==> config.mk <==
export PLATFORM = sky130hd
export DESIGN_NAME = core_lsu
export DESIGN_NICKNAME = d
export VERILOG_FILES = /design/src/rtl/core_lsu_pkg.sv /design/src/rtl/core_lsu_align.sv /design/src/rtl/core_lsu.sv
export SDC_FILE = /design/constraint.sdc
export NUM_CORES = 1
export LEC_CHECK = 0
export BUFFER_PORTS_ARGS = -buffer_cell sky130_fd_sc_hd__clkbuf_2
export CORE_MARGIN = 4
export CORE_UTILIZATION = 46
export CTS_BUF_LIST = sky130_fd_sc_hd__clkbuf_8
export CTS_CLUSTER_SIZE = 10
export DETAILED_ROUTE_END_ITERATION = 10
export PLACE_DENSITY = 0.84
export SYNTH_ARGS = -nofsm -noshare
export SYNTH_HDL_FRONTEND = slang
export SYNTH_SLANG_ARGS = --single-unit
==> constraint.sdc <==
create_clock -name CLK -period 8.3 [get_ports CLK]
set_clock_uncertainty 0.2 [all_clocks]
set_input_delay 1.66 -clock CLK [delete_from_list [all_inputs] [get_ports CLK]]
set_output_delay 1.66 -clock CLK [all_outputs]
set_load 0.01 [all_outputs]
==> src/rtl/core_lsu_pkg.sv <==
// Shared LSU definitions: FUNCT3 access codes, FSM state encoding and access sizes.
// Latency: none, declarations only.
// Backpressure: not applicable.
package core_lsu_pkg;

  // Load FUNCT3 codes
  localparam logic [2:0] FUNCT3_LB  = 3'b000;
  localparam logic [2:0] FUNCT3_LH  = 3'b001;
  localparam logic [2:0] FUNCT3_LW  = 3'b010;
  localparam logic [2:0] FUNCT3_LD  = 3'b011;
  localparam logic [2:0] FUNCT3_LBU = 3'b100;
  localparam logic [2:0] FUNCT3_LHU = 3'b101;
  localparam logic [2:0] FUNCT3_LWU = 3'b110;

  // Store FUNCT3 codes
  localparam logic [2:0] FUNCT3_SB  = 3'b000;
  localparam logic [2:0] FUNCT3_SH  = 3'b001;
  localparam logic [2:0] FUNCT3_SW  = 3'b010;
  localparam logic [2:0] FUNCT3_SD  = 3'b011;

  typedef enum logic [1:0] {
    LSU_IDLE = 2'd0,
    LSU_REQ  = 2'd1,
    LSU_WAIT = 2'd2,
    LSU_RESP = 2'd3
  } lsu_state_t;

  // Access size is encoded in the low two FUNCT3 bits
  typedef enum logic [1:0] {
    SZ_B = 2'd0,
    SZ_H = 2'd1,
    SZ_W = 2'd2,
    SZ_D = 2'd3
  } lsu_size_t;

endpackage

==> src/rtl/core_lsu_align.sv <==
// Access legality, alignment check, byte strobes, write lane shift and load extract/extend.
// Latency: purely combinational.
// Backpressure: none; evaluated from whatever fields the caller presents.
module core_lsu_align
  import core_lsu_pkg::*;
#(
  parameter int DW = 32,
  localparam int NB = DW / 8,
  localparam int OB = $clog2(NB)
) (
  input  logic [2:0]    funct3,
  input  logic          isload,
  input  logic          isstore,
  input  logic [OB-1:0] ofs,
  input  logic [DW-1:0] wdata,
  input  logic [DW-1:0] rdata,
  output logic          illegal,
  output logic          misalign,
  output logic [NB-1:0] strb,
  output logic [DW-1:0] wdata_sh,
  output logic [DW-1:0] rdata_ext
);

  localparam bit HAS_D = (DW == 64);

  lsu_size_t     size;
  logic          sx;
  logic [NB-1:0] size_mask;
  logic [DW-1:0] lane;

  assign size = lsu_size_t'(funct3[1:0]);
  assign sx   = ~funct3[2];

  // Legal op flags and FUNCT3 for this bus width
  always_comb begin
    illegal = 1'b1;
    if (isload && !isstore) begin
      case (funct3)
        FUNCT3_LB, FUNCT3_LH, FUNCT3_LW, FUNCT3_LBU, FUNCT3_LHU: illegal = 1'b0;
        FUNCT3_LD, FUNCT3_LWU: illegal = !HAS_D;
        default: illegal = 1'b1;
      endcase
    end else if (isstore && !isload) begin
      case (funct3)
        FUNCT3_SB, FUNCT3_SH, FUNCT3_SW: illegal = 1'b0;
        FUNCT3_SD: illegal = !HAS_D;
        default: illegal = 1'b1;
      endcase
    end
  end

  // Natural alignment per size, plus the unshifted byte-enable mask
  always_comb begin
    misalign  = 1'b0;
    size_mask = NB'(1);
    case (size)
      SZ_B: begin misalign = 1'b0;       size_mask = NB'(1);     end
      SZ_H: begin misalign = ofs[0];     size_mask = NB'(3);     end
      SZ_W: begin misalign = |ofs[1:0];  size_mask = NB'(4'hF);  end
      default: begin misalign = |ofs;    size_mask = NB'(8'hFF); end
    endcase
  end

  assign strb     = size_mask << ofs;
  assign wdata_sh = wdata << {ofs, 3'b000};
  assign lane     = rdata >> {ofs, 3'b000};

  // Truncate the addressed lane to the access size and extend to DW
  always_comb begin
    rdata_ext = lane;
    case (size)
      SZ_B: begin rdata_ext = {DW{sx & lane[7]}};  rdata_ext[7:0]  = lane[7:0];  end
      SZ_H: begin rdata_ext = {DW{sx & lane[15]}}; rdata_ext[15:0] = lane[15:0]; end
      SZ_W: begin rdata_ext = {DW{sx & lane[31]}}; rdata_ext[31:0] = lane[31:0]; end
      default: rdata_ext = lane;
    endcase
  end

endmodule

==> src/rtl/core_lsu.sv <==
// Memory-stage load/store unit: EA, alignment/legality, strobes, dmem valid/ready FSM, load extend.
// Latency: error rsp 1 cycle after accept, store 2, load 3, plus one per dmem stall cycle.
// Backpressure: REQ_READY low from accept until the cycle after RSP_VALID; DMEM outputs hold while DMEM_READY low.
module core_lsu
  import core_lsu_pkg::*;
#(
  parameter int DW = 32,
  parameter int AW = 32
) (
  input  logic            CLK,
  input  logic            NRST,
  input  logic            REQ_VALID,
  output logic            REQ_READY,
  input  logic            ISLOAD,
  input  logic            ISSTORE,
  input  logic [2:0]      FUNCT3,
  input  logic [AW-1:0]   BASE,
  input  logic [AW-1:0]   IMM,
  input  logic [DW-1:0]   WDATA,
  output logic            DMEM_VALID,
  input  logic            DMEM_READY,
  output logic            DMEM_WE,
  output logic [AW-1:0]   DMEM_ADDR,
  output logic [DW/8-1:0] DMEM_STRB,
  output logic [DW-1:0]   DMEM_WDATA,
  input  logic            DMEM_RVALID,
  input  logic [DW-1:0]   DMEM_RDATA,
  output logic            RSP_VALID,
  output logic [DW-1:0]   RSP_DATA,
  output logic            ERR_MISALIGN,
  output logic            ERR_ILLEGAL,
  output logic [AW-1:0]   ERR_ADDR
);

  localparam int NB = DW / 8;
  localparam int OB = $clog2(NB);

  lsu_state_t    state;
  logic [2:0]    f3_q;
  logic [OB-1:0] ofs_q;
  logic [AW-1:0] ea;
  logic          idle;
  logic [2:0]    a_f3;
  logic          a_ld;
  logic          a_st;
  logic [OB-1:0] a_ofs;
  logic          illegal;
  logic          misalign;
  logic [NB-1:0] strb;
  logic [DW-1:0] wdata_sh;
  logic [DW-1:0] rdata_ext;

  assign ea   = BASE + IMM;
  assign idle = (state == LSU_IDLE);

  // One align instance: live request fields while idle, latched fields afterwards for load extraction
  assign a_f3  = idle ? FUNCT3 : f3_q;
  assign a_ld  = idle ? ISLOAD : 1'b1;
  assign a_st  = idle ? ISSTORE : 1'b0;
  assign a_ofs = idle ? ea[OB-1:0] : ofs_q;

  core_lsu_align #(.DW(DW)) u_align (
    .funct3    (a_f3),
    .isload    (a_ld),
    .isstore   (a_st),
    .ofs       (a_ofs),
    .wdata     (WDATA),
    .rdata     (DMEM_RDATA),
    .illegal   (illegal),
    .misalign  (misalign),
    .strb      (strb),
    .wdata_sh  (wdata_sh),
    .rdata_ext (rdata_ext)
  );

  // Request FSM with registered handshake, memory and response outputs
  always_ff @(posedge CLK or negedge NRST) begin
    if (!NRST) begin
      state        <= LSU_IDLE;
      f3_q         <= '0;
      ofs_q        <= '0;
      REQ_READY    <= 1'b1;
      DMEM_VALID   <= 1'b0;
      DMEM_WE      <= 1'b0;
      DMEM_ADDR    <= '0;
      DMEM_STRB    <= '0;
      DMEM_WDATA   <= '0;
      RSP_VALID    <= 1'b0;
      RSP_DATA     <= '0;
      ERR_MISALIGN <= 1'b0;
      ERR_ILLEGAL  <= 1'b0;
      ERR_ADDR     <= '0;
    end else begin
      case (state)
        LSU_IDLE: begin
          if (REQ_VALID) begin
            f3_q      <= FUNCT3;
            ofs_q     <= ea[OB-1:0];
            REQ_READY <= 1'b0;
            if (illegal || misalign) begin
              // Faulting request: respond directly, never touch memory
              state        <= LSU_RESP;
              RSP_VALID    <= 1'b1;
              ERR_ILLEGAL  <= illegal;
              ERR_MISALIGN <= ~illegal;
              ERR_ADDR     <= ea;
            end else begin
              state      <= LSU_REQ;
              DMEM_VALID <= 1'b1;
              DMEM_WE    <= ISSTORE;
              DMEM_ADDR  <= {ea[AW-1:OB], {OB{1'b0}}};
              DMEM_STRB  <= strb;
              DMEM_WDATA <= ISSTORE ? wdata_sh : '0;
            end
          end
        end
        LSU_REQ: begin
          if (DMEM_READY) begin
            DMEM_VALID <= 1'b0;
            if (DMEM_WE) begin
              state     <= LSU_RESP;
              RSP_VALID <= 1'b1;
            end else begin
              state <= LSU_WAIT;
            end
          end
        end
        LSU_WAIT: begin
          if (DMEM_RVALID) begin
            state     <= LSU_RESP;
            RSP_VALID <= 1'b1;
            RSP_DATA  <= rdata_ext;
          end
        end
        LSU_RESP: begin
          state        <= LSU_IDLE;
          REQ_READY    <= 1'b1;
          RSP_VALID    <= 1'b0;
          RSP_DATA     <= '0;
          ERR_MISALIGN <= 1'b0;
          ERR_ILLEGAL  <= 1'b0;
          ERR_ADDR     <= '0;
        end
        default: state <= LSU_IDLE;
      endcase
    end
  end

endmodule
=== Word-level counts from Yosys, hierarchy flattened ===
Cells that the tools add are included.

* Bits in latches: 0
* Memories kept: 0
* Register bits after elaboration: 143
* Memory bits (read-only): 0
* RAM bits: 0
* Output and inout port bits: 138

* Eq/ne operators: 14
* Reduce and logical (&&, ||, !) cells: 22
* Mux-type cells: 41
* Bitwise operators: 5
* Add/sub/neg operators: 1
* Multipliers: 0
* Order comparisons: 0
* Divide/modulo/power cells: 0
* Shifts and indexed selects: 3

{| class="wikitable"
|+ Operators with widths
! operator !! count
|-
| 32-bit one-hot mux with 2 select lines || 3
|-
| 32-bit 2-to-1 mux || 4
|-
| 32-bit adder || 1
|-
| 32-bit by 5-bit << shifter with 32-bit output || 1
|-
| 32-bit by 5-bit right shift with 32-bit output || 1
|-
| 1-bit 2-to-1 mux || 20
|-
| 2-bit 2-to-1 mux || 5
|-
| 2-bit != test, second input constant || 5
|-
| 1-bit one-hot mux with 2 select lines || 5
|-
| 3-bit AND reduction || 3
|-
| 2-bit one-hot mux with 4 select lines || 1
|-
| 4-bit one-hot mux with 2 select lines || 1
|-
| 3-bit == test, second input constant || 2
|-
| 2-bit AND reduction || 3
|-
| 2-bit nonzero test || 3
|-
| 5-bit AND reduction || 1
|-
| 5-bit OR reduction || 1
|-
| 2-bit by 1-bit == test with 1-bit output, second input constant || 2
|-
| 2-bit == test, second input constant || 2
|-
| 2-bit zero test || 2
|-
| 1-bit one-hot mux with 4 select lines || 1
|-
| 4-bit AND reduction || 1
|-
| 4-bit by 2-bit << shifter with 4-bit output || 1
|-
| 3-bit by 1-bit == test with 1-bit output, second input constant || 1
|-
| 11 further kinds || 16
|}

=== Logic depth before layout (Yosys ltp) ===
* Depth in word-level cells: 11
* Mapped depth: 13

=== By module ===
A second synthesis with hierarchy kept.

* Cell total of the unflattened synthesis: 1018
* Area total of the unflattened synthesis: 8906.0 µm²

{| class="wikitable"
|+ By module, submodules not included
! module !! cells each !! area each (µm²) !! instances !! sequential area each (µm²)
|-
| core_lsu || 818 || 7624.8 || 1 || 3579.7
|-
| core_lsu_align || 200 || 1281.2 || 1 || 0.0
|}

=== Worst setup path after synthesis ===
Ideal clock, no wire load.

* Kind: input to register
* From: input port BASE[0]
* To: register ERR_ADDR[26]
* Cell stages on the path: 12
* Arrival time: 3941 ps
* Setup time: 116 ps
* Required time: 7984 ps
* Setup slack: 4043 ps
* Cell sequence: ha_1 -> inv_1 -> fa_1 -> and3b_1 -> o22ai_1 -> a211oi_4 -> or2_2 -> buf_2 -> or3_1 -> a21oi_1 -> a31oi_1 -> o311ai_0

* Longest elaborated chain between the ends: 7
* Elaborated cells between the ends (all ways): 10
* Classes of those cells: add/sub: 1; eq/ne: 1; mux: 5; reduce/logical: 3

{| class="wikitable"
|+ RTL lines
! element !! line !! text
|-
| start: declaration || core_lsu.sv:17 || <nowiki>input logic [AW-1:0] BASE,</nowiki>
|-
| 32-bit adder * || core_lsu.sv:53 || <nowiki>assign ea = BASE + IMM;</nowiki>
|-
| 2-bit 2-to-1 mux || core_lsu.sv:60 || <nowiki>assign a_ofs = idle ? ea[OB-1:0] : ofs_q;</nowiki>
|-
| 2-bit OR reduction || core_lsu_align.sv:59, core_lsu_align.sv:60 ||
|-
| 1-bit one-hot mux with 2 select lines || core_lsu_align.sv:56 || <nowiki>case (size)</nowiki>
|-
| 1-bit logical OR || core_lsu.sv:100 || <nowiki>if (illegal || misalign) begin</nowiki>
|-
| 2-bit by 1-bit != test with 1-bit output (no source line) || - ||
|-
| 3-bit AND reduction (no source line) || - ||
|-
| end signal: assignment || core_lsu.sv:92 || <nowiki>ERR_ADDR <= '0;</nowiki>
|-
| end signal: assignment || core_lsu.sv:106 || <nowiki>ERR_ADDR <= ea;</nowiki>
|-
| end signal: assignment || core_lsu.sv:142 || <nowiki>ERR_ADDR <= '0;</nowiki>
|-
| end: declaration || core_lsu.sv:32 || <nowiki>output logic [AW-1:0] ERR_ADDR</nowiki>
|}

Every way passes the cells marked *; elsewhere a longest branch is shown, timed or not. The select of a mux whose other input is x is not followed.
A chain may end at the register's enable or synchronous reset.

=== Worst setup path after layout ===
* From: input port BASE[0]
* To: register DMEM_WDATA[24]

* Longest elaborated chain between the ends: 7
* Elaborated cells between the ends (all ways): 9
* Classes of those cells: add/sub: 1; shift: 1; mux: 3; bitwise: 1; reduce/logical: 3

{| class="wikitable"
|+ RTL lines
! element !! line !! text
|-
| 32-bit adder * || core_lsu.sv:53 ||
|-
| 2-bit 2-to-1 mux * || core_lsu.sv:60 ||
|-
| parallel branches: the longest is 5 deep, another holds 32-bit by 5-bit << shifter with 32-bit output || - ||
|-
| end signal: assignment || core_lsu.sv:113 || <nowiki>DMEM_WDATA <= ISSTORE ? wdata_sh : '0;</nowiki>
|-
| end: declaration || core_lsu.sv:25 || <nowiki>output logic [DW-1:0] DMEM_WDATA,</nowiki>
|}

Every way passes the cells marked *.

==> results.cfg <==
[run_status]
status = finished, final reports clean

[setup_path]
critPathMaxFanout = 84
r2r_end = DMEM_WDATA[24]$_DFFE_PN0P_
worstSetupStartpointType = input pin
crit_arrival_ns = 5.28
criticalPathCategory = in2reg
worstRegToRegCells = 10
r2r_slack_ns = 3.62
crit_path_end_kind = flip-flop
rr_startpoint = state[0]$_DFFE_PN0P_
critPathRequiredTime_ns = 8.48

[finish]
nFillCells = 1555
drive_gt1_frac = 0.314
area_growth_pct = 23.5
multi_input_area_sq_um = 4510
num-nets-final = 1322
stdcell_count = 1390
stdcell_area_sq_um = 10300
diodes = 0
regArea_sq_um = 3580
final_util = 0.577

[timing]
finalCritPeriodShare = 0.614
worst_slack_ns = 3.20
rsz0062_at_grt = no
whs_ns = 0.276
relSlewSlack = 0.229
finalHoldViolations = 0
slew_viol_final = 0
timing.fmax_ghz = 0.196
worst_pin_slew_ns = 1.16
period_minus_slack_ns = 5.10
tns_ns = 0
setup_viol = 0

[die]
die_w_um = 143
die_h_um = 143
rows = 49
start_util = 0.467
coreArea_sq_um = 17900
boundaryPins = 276
die_area_sq_um = 20400

[logic_synthesis]
synth_warnings = 0
ys_types = 73
synth.avg_cell_area_sq_um = 9.27
synth-edff-count = 0
yosys.area.top_type = dfrtp_1
postSynthCellCount = 902
yosysTopAreaCellShare = 0.425
ys_seq_area_frac = 0.428
ys_async_sr_fraction = 1.00
ys.flop_type = dfrtp_1
netlist_area_sq_um = 8360
synthTopCellsByArea = dfrtp_1, nand2_1, ha_1
synth_seq_cells = 143

[detailed_routing]
wl_um = 26200
drc = 0
drtIter0Drc = 668
first_pass_iters = 6
wl_per_cell_um = 18.8
via_per_inst = 5.81
antenna_left = 0
num_vias = 8082

[placement]
pre_cts_ws_ns = 2.80
port_buffers = 273
gp_congestion = 0.940
post_dp_cell_area_sq_um = 9890
dp.cells = 1358
hpwl_um = 19700

[worst_hold_path]
min_from = RSP_VALID$_DFFE_PN0P_
whs_path_depth = 2
hold_path.class = reg2reg
min_to = RSP_VALID$_DFFE_PN0P_

[pwr]
powerDensity_nw_per_um2 = 364
vdd_drop_max_mv = 0.231
total_power_mw = 3.76
leakage_nw = 5.20

[clock_tree]
cts_hold_buf = 0
numCtsBuffers = 17
path_clk_slew_ns = 0.08
ctsResizeCount = 0
clk_latency_ns = 0.45
cts-root-buf = clkbuf_8
cts.path.max_buffers = 2
h-tree-depth = 4
numClockSinks = 143
post_cts_buffers = 0
cts_tree = done

[run]
cap_violations = 0

[global_routing]
grt.total_usage = 0.250
antenna_found_initial = 0
overflow = 0
grt_pass1_vias = 7714
grt_pass1_wl_um = 40800
grt_max_degree = 85
==> registers in the layout (all words and copies together), names as in the netlist, 2 cells and up <==
name	count
state	2
f3_q	3
DMEM_ADDR	30
DMEM_STRB	4
DMEM_WDATA	32
ERR_ADDR	32
RSP_DATA	32
ofs_q	2
==> final cells by class <==
cell class | count | area share
clock buffers | 18 | 0.0240
multi-input cells | 687 | 0.437
inverters | 16 | 0.00582
flip-flops and latches | 143 | 0.347
repair buffers | 283 | 0.140
well taps | 229 | 0.0278
clock inverters | 14 | 0.0183
==> power by group <==
part / total (mW) / switching, mW / internal, mW / leakage (nW)
sequential: 1.18 / 0.192 / 0.992 / 1.83
clock: 0.617 / 0.281 / 0.336 / 0.226
combinational: 1.96 / 1.18 / 0.774 / 3.14
==> logic make-up after synthesis <==
| group | Yosys count | share of synthesized area |
|---|---|---|
| compound gates | 299 | 0.235 |
| simple gates | 265 | 0.140 |
| flops | 143 | 0.428 |
| buf+inv | 73 | 0.0364 |
| mux | 56 | 0.0744 |
| fa+ha+maj | 36 | 0.0548 |
| xor+xnor | 29 | 0.0304 |
| other cells | 1 | 0.000449 |
==> worst max-delay path: stages <==
cell	delay, ns
clkbuf_2	0.09
ha_1	0.19
inv_1	0.06
fa_1	0.63
and3b_1	0.21
o22ai_1	0.12
a211oi_4	0.38
nand3_4	0.36
buf_4	0.53
or3_1	0.61
nor2_8	0.20
a221o_1	0.17
==> synth_stat cells, types with 3 or more instances <==
cell / n
a21oi_1: 82
nand4_1: 7
o31a_1: 3
nor2_1: 37
or3_1: 7
nand2b_1: 4
nor2b_1: 3
buf_4: 4
a211oi_1: 5
a221o_1: 7
ha_1: 35
inv_1: 14
nand3_1: 20
o211ai_1: 4
a32o_1: 8
o21bai_1: 4
buf_2: 12
xnor2_1: 16
a31oi_1: 7
xor2_1: 13
o31ai_1: 11
dfrtp_1: 142
a21boi_0: 3
clkbuf_1: 37
mux2i_1: 25
a21o_1: 12
o21a_1: 4
nand2_1: 155
mux2_2: 29
nor3_1: 14
o21ai_0: 81
buf_1: 4
a22o_1: 41
or2_2: 3
==> cell usage in the layout, fill, tap and decap left out, types with 3 or more instances in the layout <==
cell type | synthesis | final
a211oi_1 | 5 | 5
a21boi_0 | 3 | 3
a21o_1 | 12 | 12
a21oi_1 | 82 | 82
a221o_1 | 7 | 7
a22o_1 | 41 | 41
a31oi_1 | 7 | 7
a32o_1 | 8 | 8
buf_4 | 4 | 10
bufinv_16 | 0 | 4
clkbuf_2 | 0 | 272
clkbuf_8 | 0 | 18
dfrtp_1 | 142 | 142
ha_1 | 35 | 35
inv_1 | 14 | 16
inv_6 | 0 | 3
mux2_2 | 29 | 29
mux2i_1 | 25 | 23
nand2_1 | 155 | 155
nand2b_1 | 4 | 4
nand3_1 | 20 | 20
nand4_1 | 7 | 7
nor2_1 | 37 | 37
nor2b_1 | 3 | 3
nor3_1 | 14 | 14
o211ai_1 | 4 | 4
o21a_1 | 4 | 4
o21ai_0 | 81 | 81
o21bai_1 | 4 | 4
o31a_1 | 3 | 3
o31ai_1 | 11 | 11
or2_2 | 3 | 3
or3_1 | 7 | 7
xnor2_1 | 16 | 16
xor2_1 | 13 | 13
==> worst max path at each step <==
| stage | depth (start not counted) | endpoint | startpoint |
|---|---|---|---|
| 2_1_floorplan | 12 | ERR_ADDR[26]$_DFFE_PN0P_ | BASE[0] |
| 3_3_place_gp | 12 | DMEM_WDATA[28]$_DFFE_PN0P_ | BASE[0] |
| 3_5_place_dp | 12 | DMEM_WDATA[24]$_DFFE_PN0P_ | BASE[0] |
| 4_1_cts | 12 | DMEM_WDATA[24]$_DFFE_PN0P_ | BASE[0] |
| 5_1_grt | 12 | DMEM_WDATA[25]$_DFFE_PN0P_ | BASE[0] |
| 6_report | 12 | DMEM_WDATA[24]$_DFFE_PN0P_ | BASE[0] |
==> per-layer routing <==
| layer | vias up | global-route usage | part of all wire |
|---|---|---|---|
| li1 | 3769 | - | - |
| met2 | 353 | 0.399 | 0.49 |
| met1 | 3891 | 0.334 | 0.41 |
| met3 | 69 | 0.0425 | 0.063 |
| met5 | - | 0 | 0 |
| met4 | 0 | 0.118 | 0.039 |
No activity file was read; power rests on OpenSTA's default activity.
